**src/rtl/vga_frame_scanout.sv**
```systemverilog
// Pixel sink and VGA scan-out: registers the plot stream into an external
// dual-port framebuffer and scans it out as 640x480 VGA with 2x pixel doubling.
module vga_frame_scanout #(
    parameter int FB_W   = 320,
    parameter int FB_H   = 240,
    parameter int H_VIS  = 640,
    parameter int H_FP   = 16,
    parameter int H_SYNC = 96,
    parameter int H_BP   = 48,
    parameter int V_VIS  = 480,
    parameter int V_FP   = 10,
    parameter int V_SYNC = 2,
    parameter int V_BP   = 33
) (
    input  logic        clock,
    input  logic        resetn,
    input  logic [8:0]  x,
    input  logic [7:0]  y,
    input  logic [5:0]  colour,
    input  logic        plot,
    output logic [16:0] fb_waddr,
    output logic [5:0]  fb_wdata,
    output logic        fb_we,
    output logic [16:0] fb_raddr,
    input  logic [5:0]  fb_rdata,
    output logic [7:0]  vga_r,
    output logic [7:0]  vga_g,
    output logic [7:0]  vga_b,
    output logic        vga_hs,
    output logic        vga_vs,
    output logic        vga_blank_n,
    output logic        vga_sync_n,
    output logic        vga_clk,
    output logic        frame_start,
    output logic [7:0]  drop_count
);

    localparam logic [9:0] H_VIS_L    = 10'(H_VIS);
    localparam logic [9:0] H_SYNC_LO  = 10'(H_VIS + H_FP);
    localparam logic [9:0] H_SYNC_HI  = 10'(H_VIS + H_FP + H_SYNC - 1);
    localparam logic [9:0] H_LAST     = 10'(H_VIS + H_FP + H_SYNC + H_BP - 1);
    localparam logic [9:0] V_VIS_L    = 10'(V_VIS);
    localparam logic [9:0] V_SYNC_LO  = 10'(V_VIS + V_FP);
    localparam logic [9:0] V_SYNC_HI  = 10'(V_VIS + V_FP + V_SYNC - 1);
    localparam logic [9:0] V_LAST     = 10'(V_VIS + V_FP + V_SYNC + V_BP - 1);

    // plot is a valid strobe with no back-pressure: the sink is always ready,
    // so every cycle with plot=1 is one accepted pixel.
    logic        w_in_range;
    logic [16:0] w_waddr;

    logic        r_we;
    logic [16:0] r_waddr;
    logic [5:0]  r_wdata;
    logic [7:0]  r_drop;

    assign w_in_range = (x < 9'(FB_W)) && (y < 8'(FB_H));
    // y*320 + x as shifts; the framebuffer row pitch is fixed at 320.
    assign w_waddr = ({9'b0, y} << 8) + ({9'b0, y} << 6) + {8'b0, x};

    always_ff @(posedge clock) begin
        if (!resetn) begin
            r_we    <= 1'b0;
            r_waddr <= '0;
            r_wdata <= '0;
            r_drop  <= '0;
        end else begin
            r_we    <= plot && w_in_range;
            r_waddr <= w_waddr;
            r_wdata <= colour;
            if (plot && !w_in_range && (r_drop != 8'hFF))
                r_drop <= r_drop + 8'd1;
        end
    end

    logic        r_pix_en;
    logic        r_vga_clk;
    logic [9:0]  r_h;
    logic [9:0]  r_v;
    logic [16:0] r_raddr;
    logic        r_a_hs;
    logic        r_a_vs;
    logic        r_a_blank_n;
    logic        r_hs;
    logic        r_vs;
    logic        r_blank_n;
    logic [5:0]  r_rgb;

    logic        w_visible;
    logic        w_hs;
    logic        w_vs;
    logic [16:0] w_raddr;

    assign w_visible = (r_h < H_VIS_L) && (r_v < V_VIS_L);
    assign w_hs      = !((r_h >= H_SYNC_LO) && (r_h <= H_SYNC_HI));
    assign w_vs      = !((r_v >= V_SYNC_LO) && (r_v <= V_SYNC_HI));
    assign w_raddr   = w_visible ? (({8'b0, r_v[9:1]} << 8) + ({8'b0, r_v[9:1]} << 6)
                                    + {8'b0, r_h[9:1]}) : 17'd0;

    always_ff @(posedge clock) begin
        if (!resetn) begin
            r_pix_en  <= 1'b0;
            r_vga_clk <= 1'b0;
            r_h       <= '0;
            r_v       <= '0;
        end else begin
            r_pix_en  <= ~r_pix_en;
            r_vga_clk <= ~r_pix_en;
            if (r_pix_en) begin
                if (r_h == H_LAST) begin
                    r_h <= '0;
                    r_v <= (r_v == V_LAST) ? 10'd0 : r_v + 10'd1;
                end else begin
                    r_h <= r_h + 10'd1;
                end
            end
        end
    end

    // Stage A issues the read and holds sync/blank for the same counter value;
    // stage B lands one pixel period later, together with the RAM data.
    always_ff @(posedge clock) begin
        if (!resetn) begin
            r_raddr     <= '0;
            r_a_hs      <= 1'b1;
            r_a_vs      <= 1'b1;
            r_a_blank_n <= 1'b0;
            r_hs        <= 1'b1;
            r_vs        <= 1'b1;
            r_blank_n   <= 1'b0;
            r_rgb       <= '0;
        end else if (r_pix_en) begin
            r_raddr     <= w_raddr;
            r_a_hs      <= w_hs;
            r_a_vs      <= w_vs;
            r_a_blank_n <= w_visible;
            r_hs        <= r_a_hs;
            r_vs        <= r_a_vs;
            r_blank_n   <= r_a_blank_n;
            r_rgb       <= r_a_blank_n ? fb_rdata : 6'd0;
        end
    end

    assign fb_we       = r_we;
    assign fb_waddr    = r_waddr;
    assign fb_wdata    = r_wdata;
    assign drop_count  = r_drop;
    assign fb_raddr    = r_raddr;
    assign vga_r       = {4{r_rgb[5:4]}};
    assign vga_g       = {4{r_rgb[3:2]}};
    assign vga_b       = {4{r_rgb[1:0]}};
    assign vga_hs      = r_hs;
    assign vga_vs      = r_vs;
    assign vga_blank_n = r_blank_n;
    assign vga_sync_n  = 1'b0;
    assign vga_clk     = r_vga_clk;
    assign frame_start = r_pix_en && (r_h == 10'd0) && (r_v == 10'd0);

endmodule

```
**config.mk**
```make
export PLATFORM = sky130hd
export DESIGN_NAME = vga_frame_scanout
export DESIGN_NICKNAME = d
export VERILOG_FILES = /design/src/rtl/vga_frame_scanout.sv
export SDC_FILE = /design/constraint.sdc
export NUM_CORES = 1
export LEC_CHECK = 0
export ABC_AREA = 1
export BUFFER_PORTS_ARGS = -buffer_cell sky130_fd_sc_hd__buf_2
export CORE_UTILIZATION = 45
export CTS_CLUSTER_SIZE = 12
export DETAILED_ROUTE_END_ITERATION = 16
export PLACE_DENSITY = 0.72
export SLEW_MARGIN = 5
export SYNTH_ARGS = -nofsm -noshare
export SYNTH_HDL_FRONTEND = slang
export SYNTH_SLANG_ARGS = --single-unit
```
**constraint.sdc**
```tcl
create_clock -name clock -period 2.85 [get_ports clock]
set_input_delay 0.285 -clock clock [delete_from_list [all_inputs] [get_ports clock]]
set_output_delay 0.285 -clock clock [all_outputs]
set_load 0.01 [all_outputs]
```
=== Word-level counts from Yosys, hierarchy flattened ===
Index checks and enable logic that the tools add are counted.

* RAM bits: 0
* Memory bits (read-only): 0
* Latch bits: 0
* Input port bits: 32
* Output and inout bits: 79
* Memories: 0
* Word-level logic and storage cells: 53
* Bits in registers: 82

* Magnitude comparators: 8
* Reductions and logical operators: 15
* Multiply operators: 0
* Multiplexer cells: 4
* Shifts and indexed selects: 0
* Bitwise gates (word level): 1
* Div/mod/pow operators: 0
* Equal/unequal tests: 3
* Add/subtract/negate cells: 7

{| class="wikitable"
|+ Operators by type and width
! operator !! number
|-
| 17-bit by 9-bit adder with 17-bit output || 2
|-
| 10-bit by 1-bit adder with 10-bit output (second input constant) || 2
|-
| 10-bit == test (second input constant) || 2
|-
| 10-bit logical NOT || 2
|-
| 10-bit two-way mux || 2
|-
| 16-bit by 14-bit adder with 17-bit output || 1
|-
| 17-bit by 15-bit adder with 17-bit output || 1
|-
| 17-bit two-way mux || 1
|-
| 10-bit >= comparator (second input constant) || 1
|-
| 10-bit by 9-bit >= comparator with 1-bit output (second input constant) || 1
|-
| 10-bit less-or-equal comparator (second input constant) || 1
|-
| 10-bit by 9-bit less-or-equal comparator with 1-bit output (second input constant) || 1
|-
| 10-bit < comparator (second input constant) || 1
|-
| 10-bit by 9-bit < comparator with 1-bit output (second input constant) || 1
|-
| 1-bit logical AND || 9
|-
| 9-bit < comparator (second input constant) || 1
|-
| 8-bit by 1-bit adder with 8-bit output (second input constant) || 1
|-
| 8-bit < comparator (second input constant) || 1
|-
| 8-bit inequality test (second input constant) || 1
|-
| 6-bit two-way mux || 1
|-
| 1-bit logical NOT || 3
|-
| 2-bit AND reduction || 1
|-
| 1-bit inverter || 1
|}

=== Logic depth before layout (Yosys ltp) ===
Gate-level depths: netlist of run 1.

* Depth after elaboration: 5
* Depth in mapped cells: 12
* Depth with buffers taken out: 12

=== Least setup slack after synthesis of run 1 ===
OpenSTA, ideal clock, no wires.

* Kind: register to register
* Start: register r_h[9]
* End: register r_raddr[11], in the netlist fb_raddr[11]
* Path slack: 0.597 ns
* Data required time: 2.738 ns
* Period minus slack after synthesis: 2.253 ns
* Setup time: 0.112 ns
* Data arrival time: 2.141 ns
* Cell stages (with the launch flop): 11
* Path buffers: 0
* Cells stage by stage: dfxtp_1 > inv_1 > fa_1 > inv_1 > fa_1 > nand2_1 > nand2_1 > and2_1 > or2_2 > nand3_2 > nand2_1

* Cells in the longest elaborated chain, start to end: 3
* Elaborated cells between the ends (all ways): 4
* Those cells by class: add/sub: 1; order compare: 1; mux: 1; reduce/logical: 1

{| class="wikitable"
|+ RTL lines
! element !! RTL line !! source
|-
| start, declared || 78 || <nowiki>logic [9:0] r_h;</nowiki>
|-
| start signal, assigned || 114 || <nowiki>r_h <= r_h + 10'd1;</nowiki>
|-
| branches (longest 2 deep; another with 17-bit by 9-bit adder with 17-bit output) || n/a ||
|-
| 17-bit two-way mux (*) || 97 || <nowiki>assign w_raddr = w_visible ? (({8'b0, r_v[9:1]} << 8) + ({8'b0, r_v[9:1]} << 6)</nowiki>
|-
| end signal, assigned || 133 || <nowiki>r_raddr <= w_raddr;</nowiki>
|-
| end, declared || 80 || <nowiki>logic [16:0] r_raddr;</nowiki>
|}

Mark *: on every way between the ends.
A chain may end at the register's enable or synchronous reset.

=== Worst setup path in the final report of run 1 ===
Same ends and word-level chain as after synthesis.

==> run summary, run 1 <==
- 0 — max-slew violation count
- 445.2 nW/um2 — power density relative to cell area
- 0.4806 ns — post-placement setup slack
- 37.0% — clock network fraction of design power
- 0 — Yosys warning total
- 2.922 nW — Static Leakage
- 29 — largest net degree at the start of global routing
- 7.347 um2 — Avg Cell Area, Syn
- 0.6523 mW — switching power
- 9 — number of buffers created by CTS
- 3 — maximum level of the CTS H-tree
- 0.10 ns — clock-pin slew on the worst setup and hold paths
- 0.01726 ns — post-route clock skew
- 109 — number of input and output port buffers inserted
- 0.3218 mV — largest vdd supply drop
- 82 — Clock Sink Count
- 4 — DRT Pass-1 Iters
- 15.80% — Area Growth Syn to Fin
- 624 — Post-Synthesis Cells
- in -> reg — class of the most critical hold timing path
- 0 — post-route antenna net violation count
- 0 — final setup violation count
- sky130_fd_sc_hd__dfxtp_1 — top flip-flop cell by instance count after synthesis
- 4584 um2 — combined area of all synthesized cells
- 2.391 ns — clock period minus worst slack
- 0 — residual overflow from global routing
- 4164 — number of vias in the routed layout
- 0 — count of flip-flops with a built-in enable after synthesis
- 1.711 mW — cell internal pwr
- 12.1% — part of the total power dissipated in combinational logic
- 790 — number of nets in the layout
- reg -> reg — critical path type
- 3.11 ns — Required @ worst endpoint
- 83.90% — Final period util
- 0.9453 — final weighted congestion in routability-driven placement
- 10600 um2 — area enclosed by the die boundary
- inv_1 > fa_1 > inv_1 > fa_1 > nand2_1 > nand2_1 > and2_1 > or2_2 > nand3_2 > nand2_1 — chain of cells forming the critical path
- 46.69% — initial cell density of the core
- 4.870 — average vias per placed instance
- 0 — drc violations
- 11.51 um — average detailed-routed wire length per instance
- 0 — number of maximum-capacitance constraint violations
- 0 — final hold violation count
- 0.36 ns — Clk Latency, worst-skew pair
- 2 — buffer levels on the longest clock path
- 7496 um — post-DP HPWL
- 102.9 um — die outline height
- 975 — number of fill cells
- 0 — count of cells resized by post-cts repair
- 82 — number of synthesized register bits
- 2.65 ns — data arrival at the endpoint of the critical path
- 16150 um — global-route wire length before repair
- sky130_fd_sc_hd__fa_1 — Worst path slowest cell
- sky130_fd_sc_hd__nand2_1 — dominant cell type by count on the critical path
- 61.66% — Max-slew headroom
- 36 — Site Rows
- sky130_fd_sc_hd__clkbuf_8 — clock root buffer master
- 102.9 um — die width
- 5 — maximum fanout along the worst path
- 0 — number of buffers added to fix hold violations after cts
- 0 — n_diodes
- 27.60% — Net Sw Frac
- 50.9% — power share of the sequential group
- 9819 um2 — Std-Cell Core Area
- 0.5737 ns — Worst Max-Slew Pin Slew
- 21.61% — layout cell share with drive strength beyond 1
- 3703 — via count of the first global-routing pass
- 0.4589 ns — setup slack of the critical path after layout
- 0% — ys async rst share
- 19.33% — total routing usage reported by global routing
- completed — result of the run
- register — Critical Path Source Type
- 111 — ports placed on the boundary
- 697 — synthesized net count
- false — RSZ-0062 raised after global routing
- 41 — number of different library cells in the post-synthesis netlist
- 418.2 MHz — Fmax achieved
- 35.81% — proportion of synthesized chip area in sequential cells
- 0 — antenna violations before repair
- register — CP endpoint kind
- 0 ns — accumulated negative setup slack
- 0.53 ns — CP max stage delay
- 139 — violation count after the first detailed-routing iteration
- 0 — Post-CTS Setup Inserts
- 9843 um — total detailed-routing wirelength
- done — TritonCTS clock tree
-- layout by cell type (no fill, tap or decap), drive strengths merged, types with 2 or more instances in the layout --
| cell type | instances |
|---|---|
| nand2 | 181 |
| buf | 110 |
| inv | 97 |
| dfxtp | 82 |
| nor2 | 53 |
| nand3 | 41 |
| ha | 37 |
| a21oi | 30 |
| o21ai | 18 |
| nor3 | 13 |
| nand4 | 9 |
| clkbuf | 9 |
| a32o | 6 |
| nand3b | 5 |
| fa | 4 |
| xnor2 | 3 |
| nor3b | 3 |
| o21bai | 2 |
| xor2 | 2 |
| nor4 | 2 |
| clkinvlp | 2 |
| clkinv | 2 |
-- metrics by stage --
stage	util, %	cell area (um2)	hold slack (ns)	total power, mW	cells
after floorplan	-	4584	0.3826	1.422	624
after global placement	51.96	5102	0.4321	1.510	839
after detailed placement	51.96	5102	0.4370	1.516	839
after CTS	54.06	5309	0.08861	2.407	855
after global routing	54.06	5309	0.1023	2.496	855
final	54.06	5309	0.1052	2.363	855
-- worst max-delay path, delay by kind of cell, from the launching register on --
kind / cells / cell delay [ns]
DFF: 1 / 0.43
and+or+nand+nor: 6 / 0.71
adders and majority gates: 2 / 0.98
buffers and inverters: 2 / 0.18
-- per-layer routing --
layer | GRT usage [%] | part of all wire, % | vias to the layer above
met4 | 6.609 | 0.69 | 0
met5 | 0 | 0 | -
met2 | 34.05 | 48 | 106
met1 | 23.69 | 47 | 1897
li1 | - | - | 2156
met3 | 3.458 | 4.1 | 5
-- sequential cells by signal (all words and copies together), names as in the netlist, 6 cells and up --
name,cells
fb_wdata,6
r_v,10
drop_count,8
fb_raddr,17
r_h,10
fb_waddr,17
r_rgb,6
-- kinds of logic after synthesis --
group / synth area share, %
fa+ha+maj: 11.84
flops: 35.81
buf+inv: 12.17
xor+xnor: 0.9554
other cells: 0.08180
simple gates: 31.28
compound gates: 7.861
-- cells in the mapped netlist (2+ instances only) --
| master | count | area [um2] |
|---|---|---|
| sky130_fd_sc_hd__dfxtp_1 | 82 | 1642 |
| sky130_fd_sc_hd__nand2_1 | 175 | 656.9 |
| sky130_fd_sc_hd__nand3_2 | 10 | 100.1 |
| sky130_fd_sc_hd__nor2_1 | 47 | 176.4 |
| sky130_fd_sc_hd__ha_1 | 37 | 462.9 |
| sky130_fd_sc_hd__clkbuf_1 | 2 | 7.510 |
| sky130_fd_sc_hd__fa_1 | 4 | 80.08 |
| sky130_fd_sc_hd__nand3b_1 | 5 | 37.54 |
| sky130_fd_sc_hd__o21ai_0 | 18 | 90.09 |
| sky130_fd_sc_hd__nand3_1 | 31 | 155.2 |
| sky130_fd_sc_hd__inv_1 | 90 | 337.8 |
| sky130_fd_sc_hd__nand2_2 | 2 | 12.51 |
| sky130_fd_sc_hd__nand2_4 | 4 | 45.04 |
| sky130_fd_sc_hd__nor2_2 | 4 | 25.02 |
| sky130_fd_sc_hd__nor3_1 | 10 | 50.05 |
| sky130_fd_sc_hd__xnor2_1 | 3 | 26.28 |
| sky130_fd_sc_hd__a21oi_1 | 30 | 150.1 |
| sky130_fd_sc_hd__a32o_1 | 6 | 60.06 |
| sky130_fd_sc_hd__nor3b_1 | 3 | 22.52 |
| sky130_fd_sc_hd__buf_2 | 2 | 10.01 |
| sky130_fd_sc_hd__nor4_1 | 2 | 12.51 |
| sky130_fd_sc_hd__o21bai_1 | 2 | 15.01 |
| sky130_fd_sc_hd__nand4_1 | 9 | 56.30 |
| sky130_fd_sc_hd__nor2_4 | 2 | 22.52 |
| sky130_fd_sc_hd__nor3_4 | 2 | 32.53 |
| sky130_fd_sc_hd__xor2_1 | 2 | 17.52 |
| sky130_fd_sc_hd__inv_2 | 4 | 15.01 |
| sky130_fd_sc_hd__buf_4 | 23 | 172.7 |
-- final timing paths --
| path | start | to | slack (ns) | depth (start not counted) |
|---|---|---|---|---|
| max reg2reg | r_h[9] | fb_raddr[11] | 0.46 | 10 |
| min | colour[3] | fb_wdata[3] | 0.11 | 3 |
| min reg2reg | fb_raddr[12] | fb_raddr[12] | 0.45 | 2 |
| max | r_h[9] | fb_raddr[11] | 0.46 | 10 |
-- power groups by stage --
stage | Clock, mW | Sequential [mW] | Combinational, mW
3_3_place_gp | 0 | 1.23 | 0.280
6_report | 0.875 | 1.20 | 0.285
2_1_floorplan | 0 | 1.24 | 0.180
3_5_place_dp | 0 | 1.23 | 0.286
5_1_grt | 0.963 | 1.21 | 0.325
4_1_cts | 0.915 | 1.20 | 0.289
-- cell type report --
cell class / count / area, um2 / share of cell area [%]
timing repair buffer: 110 / 553.0 / 10.42
multi-input combinational: 419 / 2385 / 44.92
clock inverter: 7 / 82.58 / 1.556
clock buffer: 9 / 123.9 / 2.333
tap: 133 / 166.4 / 3.135
sequential: 82 / 1642 / 30.92
inverter: 95 / 356.6 / 6.717
Power figures use the tool's default switching activity.
==> run 2: changes to the inputs <==
--- a/config.mk
+++ b/config.mk
@@ -10,7 +10,7 @@
 export CORE_UTILIZATION = 45
 export CTS_CLUSTER_SIZE = 12
 export DETAILED_ROUTE_END_ITERATION = 16
-export PLACE_DENSITY = 0.72
+export PLACE_DENSITY = 0.75
 export SLEW_MARGIN = 5
 export SYNTH_ARGS = -nofsm -noshare
 export SYNTH_HDL_FRONTEND = slang
==> constraint.sdc (replaced) <==
create_clock -name clock -period 1.9 [get_ports clock]
set_input_delay 0.19 -clock clock [delete_from_list [all_inputs] [get_ports clock]]
set_output_delay 0.19 -clock clock [all_outputs]
set_load 0.01 [all_outputs]
==> run 2 against run 1 <==
Against the previous run:
- sequential share of layout area decreased by 1.7 points
- clock power rose by 37%
- final cell count grew 3.9%
- critical path type unchanged
- maximum frequency up 19%
- count of clock-buffer cells in the layout unchanged
- first-iteration DRC count rose by 36%
- the run now ends with negative setup slack left
- total power up 47%
- critical endpoint unchanged
- global-route usage is 1.2 points higher
==> run summary, run 2 (same netlist as run 1, synthesis figures left out) <==
- 823 — number of nets in the layout, was 790
- reg -> reg — critical path type, unchanged
- 102.9 um — die width, unchanged
- 0.8683 — final weighted congestion in routability-driven placement, was 0.9453
- register — CP endpoint kind, unchanged
- sky130_fd_sc_hd__nand2_1 — most common cell after layout, fill and taps aside, unchanged
- 0.01362 ns — Hold Slack, was 0.1052 ns
- 9819 um2 — Std-Cell Core Area, unchanged
- 935 — number of fill cells, was 975
- 9 — number of buffers created by CTS, unchanged
- 57.45% — fraction of the core area covered by cells at the end of the flow, was 54.06%
- 0.01305 ns — post-route clock skew, was 0.01726 ns
- 8053 um — post-DP HPWL, was 7496 um
- 2.16 ns — Required @ worst endpoint, was 3.11 ns
- 0.36 ns — Clk Latency, worst-skew pair, about the same
- 0 — post-route antenna net violation count, unchanged
- 2.014 ns — clock period minus worst slack, was 2.391 ns
- 0 — n_diodes, unchanged
- 27.81% — layout cell share with drive strength beyond 1, was 21.61%
- true — RSZ-0062 raised after global routing, was false
- 614.6 nW/um2 — power density relative to cell area, was 445.2 nW/um2
- 17190 um — global-route wire length before repair, was 16150 um
- 0 — antenna violations before repair, unchanged
- 82 — Clock Sink Count, unchanged
- 3941 — via count of the first global-routing pass, was 3703
- 2.28 ns — data arrival at the endpoint of the critical path, was 2.65 ns
- 10600 um2 — area enclosed by the die boundary, unchanged
- 0 — final hold violation count, unchanged
- 23.06% — Area Growth Syn to Fin, was 15.80%
- -0.4949 ns — accumulated negative setup slack, was 0 ns
- 888 — post-route insts no fill, was 855
- 496.5 MHz — Fmax achieved, was 418.2 MHz
- finished with violations — result of the run, was completed
- 10 — number of cells on the worst reg-to-reg path, unchanged
- 46.69% — initial cell density of the core, unchanged
- 12.07 um — average detailed-routed wire length per instance, was 11.51 um
- 3.467 mW — total power, was 2.363 mW
- 865 — total placed cells including tap cells, was 839
- 0.10 ns — clock-pin slew on the worst setup and hold paths, about the same
- 4.949 — average vias per placed instance, was 4.870
- in -> reg — class of the most critical hold timing path, unchanged
- 5 — DRT Pass-1 Iters, was 4
- negative setup slack — violations in the final reports
- 102.9 um — die outline height, unchanged
- 106.0% — Final period util, was 83.90%
- 0 — max-slew violation count, unchanged
- 189 — violation count after the first detailed-routing iteration, was 139
- 0 — drc violations, unchanged
- 7 — final setup violation count, was 0
- -0.1139 ns — setup slack of the critical path after layout, was 0.4589 ns
- 36 — Site Rows, unchanged
- 2 — maximum fanout along the worst path, was 5
- 20.51% — total routing usage reported by global routing, was 19.33%
- 0 — residual overflow from global routing, unchanged
- done — TritonCTS clock tree, unchanged
- 10720 um — total detailed-routing wirelength, was 9843 um
- 28 — largest net degree at the start of global routing, was 29
- 109 — number of input and output port buffers inserted, unchanged
- 2 — buffer levels on the longest clock path, unchanged
- sky130_fd_sc_hd__clkbuf_8 — clock root buffer master, unchanged
- register — Critical Path Source Type, unchanged
- 0 — number of maximum-capacitance constraint violations, unchanged
- 3 — Cells on Worst Hold Path, unchanged
- 3 — maximum level of the CTS H-tree, unchanged
- 0.3914 mV — largest vdd supply drop, was 0.3218 mV
- 168 x sky130_fd_sc_hd__nand2_1, 109 x sky130_fd_sc_hd__buf_2, 86 x sky130_fd_sc_hd__inv_1 — most frequent cells in the layout, was 175 x sky130_fd_sc_hd__nand2_1, 109 x sky130_fd_sc_hd__buf_2, 90 x sky130_fd_sc_hd__inv_1
- 111 — ports placed on the boundary, unchanged
- 4395 — number of vias in the routed layout, was 4164
- 3.091 nW — Static Leakage, was 2.922 nW
## run 2: changes by cell type in the layout (fill, tap and decap cells not counted), sizes merged
cell         delta
buf            +28
dlygate4sd3     +5
bufinv          -1
clkinv          +1
clkinvlp        -1
inv             +1
## run 2: final timing paths
kind                                    from      endpoint  slack (ns)
worst max register to register        r_h[9]  fb_raddr[11]       -0.11
worst min-delay path                    x[4]   fb_waddr[4]        0.01
worst min register to register  fb_raddr[15]  fb_raddr[15]        0.45
worst max-delay path                  r_h[9]  fb_raddr[11]       -0.11
## run 2: per-layer routing
metal  wire length (um)  GRT usage [%]  part of all wire [%]  vias to the layer above
met1               4797          24.65                    45                     2010
met5                  0              0                     0                        -
li1                   -              -                     -                     2216
met2               5105          36.72                    48                      153
met3                620          3.932                   5.8                       16
met4                197          6.609                   1.8                        0
## run 2: metrics by stage
| step | area [um2] | setup slack [ns] |
|---|---|---|
| 2_1_floorplan | 4594 | -0.1331 |
| 3_3_place_gp | 5308 | -0.09291 |
| 3_5_place_dp | 5308 | -0.1235 |
| 4_1_cts | 5555 | -0.1302 |
| 5_1_grt | 5642 | -0.1932 |
| 6_report | 5642 | -0.1139 |
## run 2: final cells by class
cell class | instances | area [um2] | share of cell area (%)
Multi-Input combinational cell | 419 | 2475 | 43.87
Clock inverter | 7 | 58.81 | 1.042
Clock buffer | 9 | 123.9 | 2.196
Tap cell | 133 | 166.4 | 2.950
Timing Repair Buffer | 143 | 813.3 | 14.42
Inverter | 95 | 356.6 | 6.321
Sequential cell | 82 | 1648 | 29.21
## run 2: timing repair
action | 4_1_cts | 5_1_grt
hold buffers | 5 | 0
hold endpoints to repair | 5 | 0
gates cloned | 0 | 0
pin swaps | 5 | 3
resized for setup | 4 | 16
buffers inserted | 0 | 2
endpoints found under the setup margin | 6 | 7
## run 2: worst max-delay path, stage by stage (launching register included)
cell and delay, ns:
sky130_fd_sc_hd__dfxtp_2 0.34, sky130_fd_sc_hd__inv_2 0.04, sky130_fd_sc_hd__fa_1 0.54, sky130_fd_sc_hd__inv_2 0.05
sky130_fd_sc_hd__fa_2 0.34, sky130_fd_sc_hd__nand2_2 0.07, sky130_fd_sc_hd__nand2_2 0.05, sky130_fd_sc_hd__and2_4 0.15
sky130_fd_sc_hd__or2_4 0.22, sky130_fd_sc_hd__nand3_2 0.06, sky130_fd_sc_hd__nand2_1 0.04
## run 2: report_power, final
part / switching, mW / leakage, nW / internal (mW)
registers: 0.0285 / 0.671 / 1.77
clock network: 0.705 / 0.0925 / 0.498
logic: 0.272 / 2.33 / 0.189
==> run 3: changes to the inputs <==
--- a/config.mk
+++ b/config.mk
@@ -7,10 +7,12 @@
 export LEC_CHECK = 0
 export ABC_AREA = 1
 export BUFFER_PORTS_ARGS = -buffer_cell sky130_fd_sc_hd__buf_2
+export CORE_ASPECT_RATIO = 0.5
 export CORE_UTILIZATION = 45
 export CTS_CLUSTER_SIZE = 12
 export DETAILED_ROUTE_END_ITERATION = 16
 export PLACE_DENSITY = 0.75
+export REMOVE_ABC_BUFFERS = 1
 export SLEW_MARGIN = 5
 export SYNTH_ARGS = -nofsm -noshare
 export SYNTH_HDL_FRONTEND = slang
==> run 3 against run 2 <==
Against the previous run:
- the run still ends with negative setup slack left
- highest routed layer unchanged
- largest power group unchanged
- clock power grew 47%
- largest cell class unchanged
- total power increased by 16%
- core utilization increased by 1.5 points
- sequential power about the same
- critical path type unchanged
- combinational power fell by 3%
- final cell count is 0.34% lower
- final area is 1.1% higher
- hold slack better by 0.017 ns
- sequential share of layout area is 0.38 points lower
- critical endpoint unchanged
==> run summary, run 3 (same netlist as run 1, synthesis figures left out) <==
- finished with violations — result of the run, unchanged
- negative setup slack — violations in the final reports, unchanged
- 73.37 um — die outline height, was 102.9 um
- 5703 um2 — final design instance area without fill, was 5642 um2
- 4204 — number of vias in the routed layout, was 4395
- 47.43% — initial cell density of the core, was 46.69%
- 433 um — routed length on met3, was 620 um
- 3 — maximum level of the CTS H-tree, unchanged
- 59.00% — fraction of the core area covered by cells at the end of the flow, was 57.45%
- 9666 um2 — Std-Cell Core Area, was 9819 um2
- 0 — max-slew violation count, unchanged
- 105.3% — Final period util, was 106.0%
- 7675 um — post-DP HPWL, was 8053 um
- 2 — buffer levels on the longest clock path, unchanged
- 499.7 MHz — Fmax achieved, was 496.5 MHz
- 2.14 ns — Required @ worst endpoint, was 2.16 ns
- 24 — largest net degree at the start of global routing, was 28
- 0 — post-route antenna net violation count, unchanged
- 11.51 um — average detailed-routed wire length per instance, was 12.07 um
- in -> reg — class of the most critical hold timing path, unchanged
- true — RSZ-0062 raised after global routing, unchanged
- 0 — antenna violations before repair, unchanged
- 1644 um2 — sequential cell area in the final layout, was 1648 um2
- 4688 um — Met2 Routed Length, was 5105 um
- sky130_fd_sc_hd__clkbuf_16 — clock root buffer master, was sky130_fd_sc_hd__clkbuf_8
- 0 — number of maximum-capacitance constraint violations, unchanged
- 818 — number of nets in the layout, was 823
- 0.8935 — final weighted congestion in routability-driven placement, was 0.8683
- reg -> reg — critical path type, unchanged
- 27.47% — layout cell share with drive strength beyond 1, was 27.81%
- done — TritonCTS clock tree, unchanged
- 4.750 — average vias per placed instance, was 4.949
- 9 — number of buffers created by CTS, unchanged
- register — CP endpoint kind, unchanged
- 4 — DRT Pass-1 Iters, was 5
- 0 — residual overflow from global routing, unchanged
- 2465 um2 — footprint of the multi-input gates, was 2475 um2
- 0.34 ns — Clk Latency, worst-skew pair, was 0.36 ns
- 4895 um — detailed-routing wirelength on met1, was 4797 um
- -0.1872 ns — accumulated negative setup slack, was -0.4949 ns
- 144.7 um — die width, was 102.9 um
- sky130_fd_sc_hd__nand2_1 — most common cell after layout, fill and taps aside, unchanged
- 24.40% — Area Growth Syn to Fin, was 23.06%
- 20.40% — total routing usage reported by global routing, was 20.51%
- 109 — number of input and output port buffers inserted, unchanged
- met4 — uppermost routed layer, unchanged
- 167 x sky130_fd_sc_hd__nand2_1, 109 x sky130_fd_sc_hd__buf_2, 88 x sky130_fd_sc_hd__inv_1 — most frequent cells in the layout, was 168 x sky130_fd_sc_hd__nand2_1, 109 x sky130_fd_sc_hd__buf_2, 86 x sky130_fd_sc_hd__inv_1
- 0.06 ns — clock-pin slew on the worst setup and hold paths, was 0.10 ns
- 2 — maximum fanout along the worst path, unchanged
- 3796 — via count of the first global-routing pass, was 3941
- 0 — drc violations, unchanged
- 10620 um2 — area enclosed by the die boundary, was 10600 um2
- 201 — violation count after the first detailed-routing iteration, was 189
- 82 — Clock Sink Count, unchanged
- 0.3933 mV — largest vdd supply drop, was 0.3914 mV
- register — Critical Path Source Type, unchanged
- 16930 um — global-route wire length before repair, was 17190 um
- 2.24 ns — data arrival at the endpoint of the critical path, was 2.28 ns
- 703.2 nW/um2 — power density relative to cell area, was 614.6 nW/um2
- 0.01066 ns — post-route clock skew, was 0.01305 ns
- 5308 um2 — area after detailed placement, unchanged
- 3.114 nW — Static Leakage, was 3.091 nW
- 0 — final hold violation count, unchanged
- 0 — n_diodes, unchanged
- -0.1010 ns — setup slack of the critical path after layout, was -0.1139 ns
- 3 — final setup violation count, was 7
- 2.001 ns — clock period minus worst slack, was 2.014 ns
- 876 — number of fill cells, was 935
- 10190 um — total detailed-routing wirelength, was 10720 um
- 111 — ports placed on the boundary, unchanged
- 25 — Site Rows, was 36
-- run 3: routing by layer --
layer,GRT usage [%],vias up
met3,4.433,19
met5,0,-
met4,7.368,0
met2,34.19,101
li1,-,2201
met1,26.08,1883
-- run 3: layout make-up --
| type | instances | area share [%] |
|---|---|---|
| Multi-Input combinational cell | 419 | 43.22 |
| Sequential cell | 82 | 28.83 |
| Timing Repair Buffer | 138 | 13.45 |
| Inverter | 95 | 6.253 |
| Clock buffer | 9 | 3.949 |
| Tap cell | 135 | 2.962 |
| Clock inverter | 7 | 1.338 |
-- run 3: report_power, final --
part | switching (mW) | internal [mW]
Combinational | 0.267 | 0.180
Sequential | 0.0293 | 1.78
Clock | 0.731 | 1.03
Total | 1.03 | 2.98
-- run 3: path summary, 6_finish.rpt --
kind                startpoint  slack (ns)  depth (start not counted)      endpoint
hold / removal       colour[1]        0.03                          3   fb_wdata[1]
setup / recovery        r_v[3]       -0.10                         10  fb_raddr[11]
hold reg to reg   fb_raddr[12]        0.45                          2  fb_raddr[12]
setup reg to reg        r_v[3]       -0.10                         10  fb_raddr[11]
-- run 3: worst max-delay path, stage by stage (launching register included) --
cell                      delay (ns)
sky130_fd_sc_hd__dfxtp_2        0.33
sky130_fd_sc_hd__inv_2          0.05
sky130_fd_sc_hd__fa_1           0.56
sky130_fd_sc_hd__inv_2          0.05
sky130_fd_sc_hd__fa_2           0.34
sky130_fd_sc_hd__nand2_2        0.07
sky130_fd_sc_hd__nand2_2        0.05
sky130_fd_sc_hd__and2_4         0.13
sky130_fd_sc_hd__or2_4          0.22
sky130_fd_sc_hd__nand3_2        0.06
sky130_fd_sc_hd__nand2_1        0.04
-- run 3: metrics by stage --
| stage | cells | total power [mW] | setup WS [ns] | hold WS, ns |
|---|---|---|---|---|
| 2_1_floorplan | 596 | 2.099 | -0.3529 | 0.2835 |
| 3_3_place_gp | 868 | 2.285 | -0.2704 | 0.3712 |
| 3_5_place_dp | 868 | 2.292 | -0.3272 | 0.3742 |
| 4_1_cts | 885 | 4.067 | -0.1132 | 0.01870 |
| 5_1_grt | 885 | 4.209 | -0.1954 | 0.03536 |
| 6_report | 885 | 4.010 | -0.1010 | 0.03032 |
-- run 3: repair_timing --
action	CTS	global route
hold buffers	0	0
endpoints found under the setup margin	8	8
gates resized for setup	20	7
buffers inserted	1	0
pin swaps	11	4
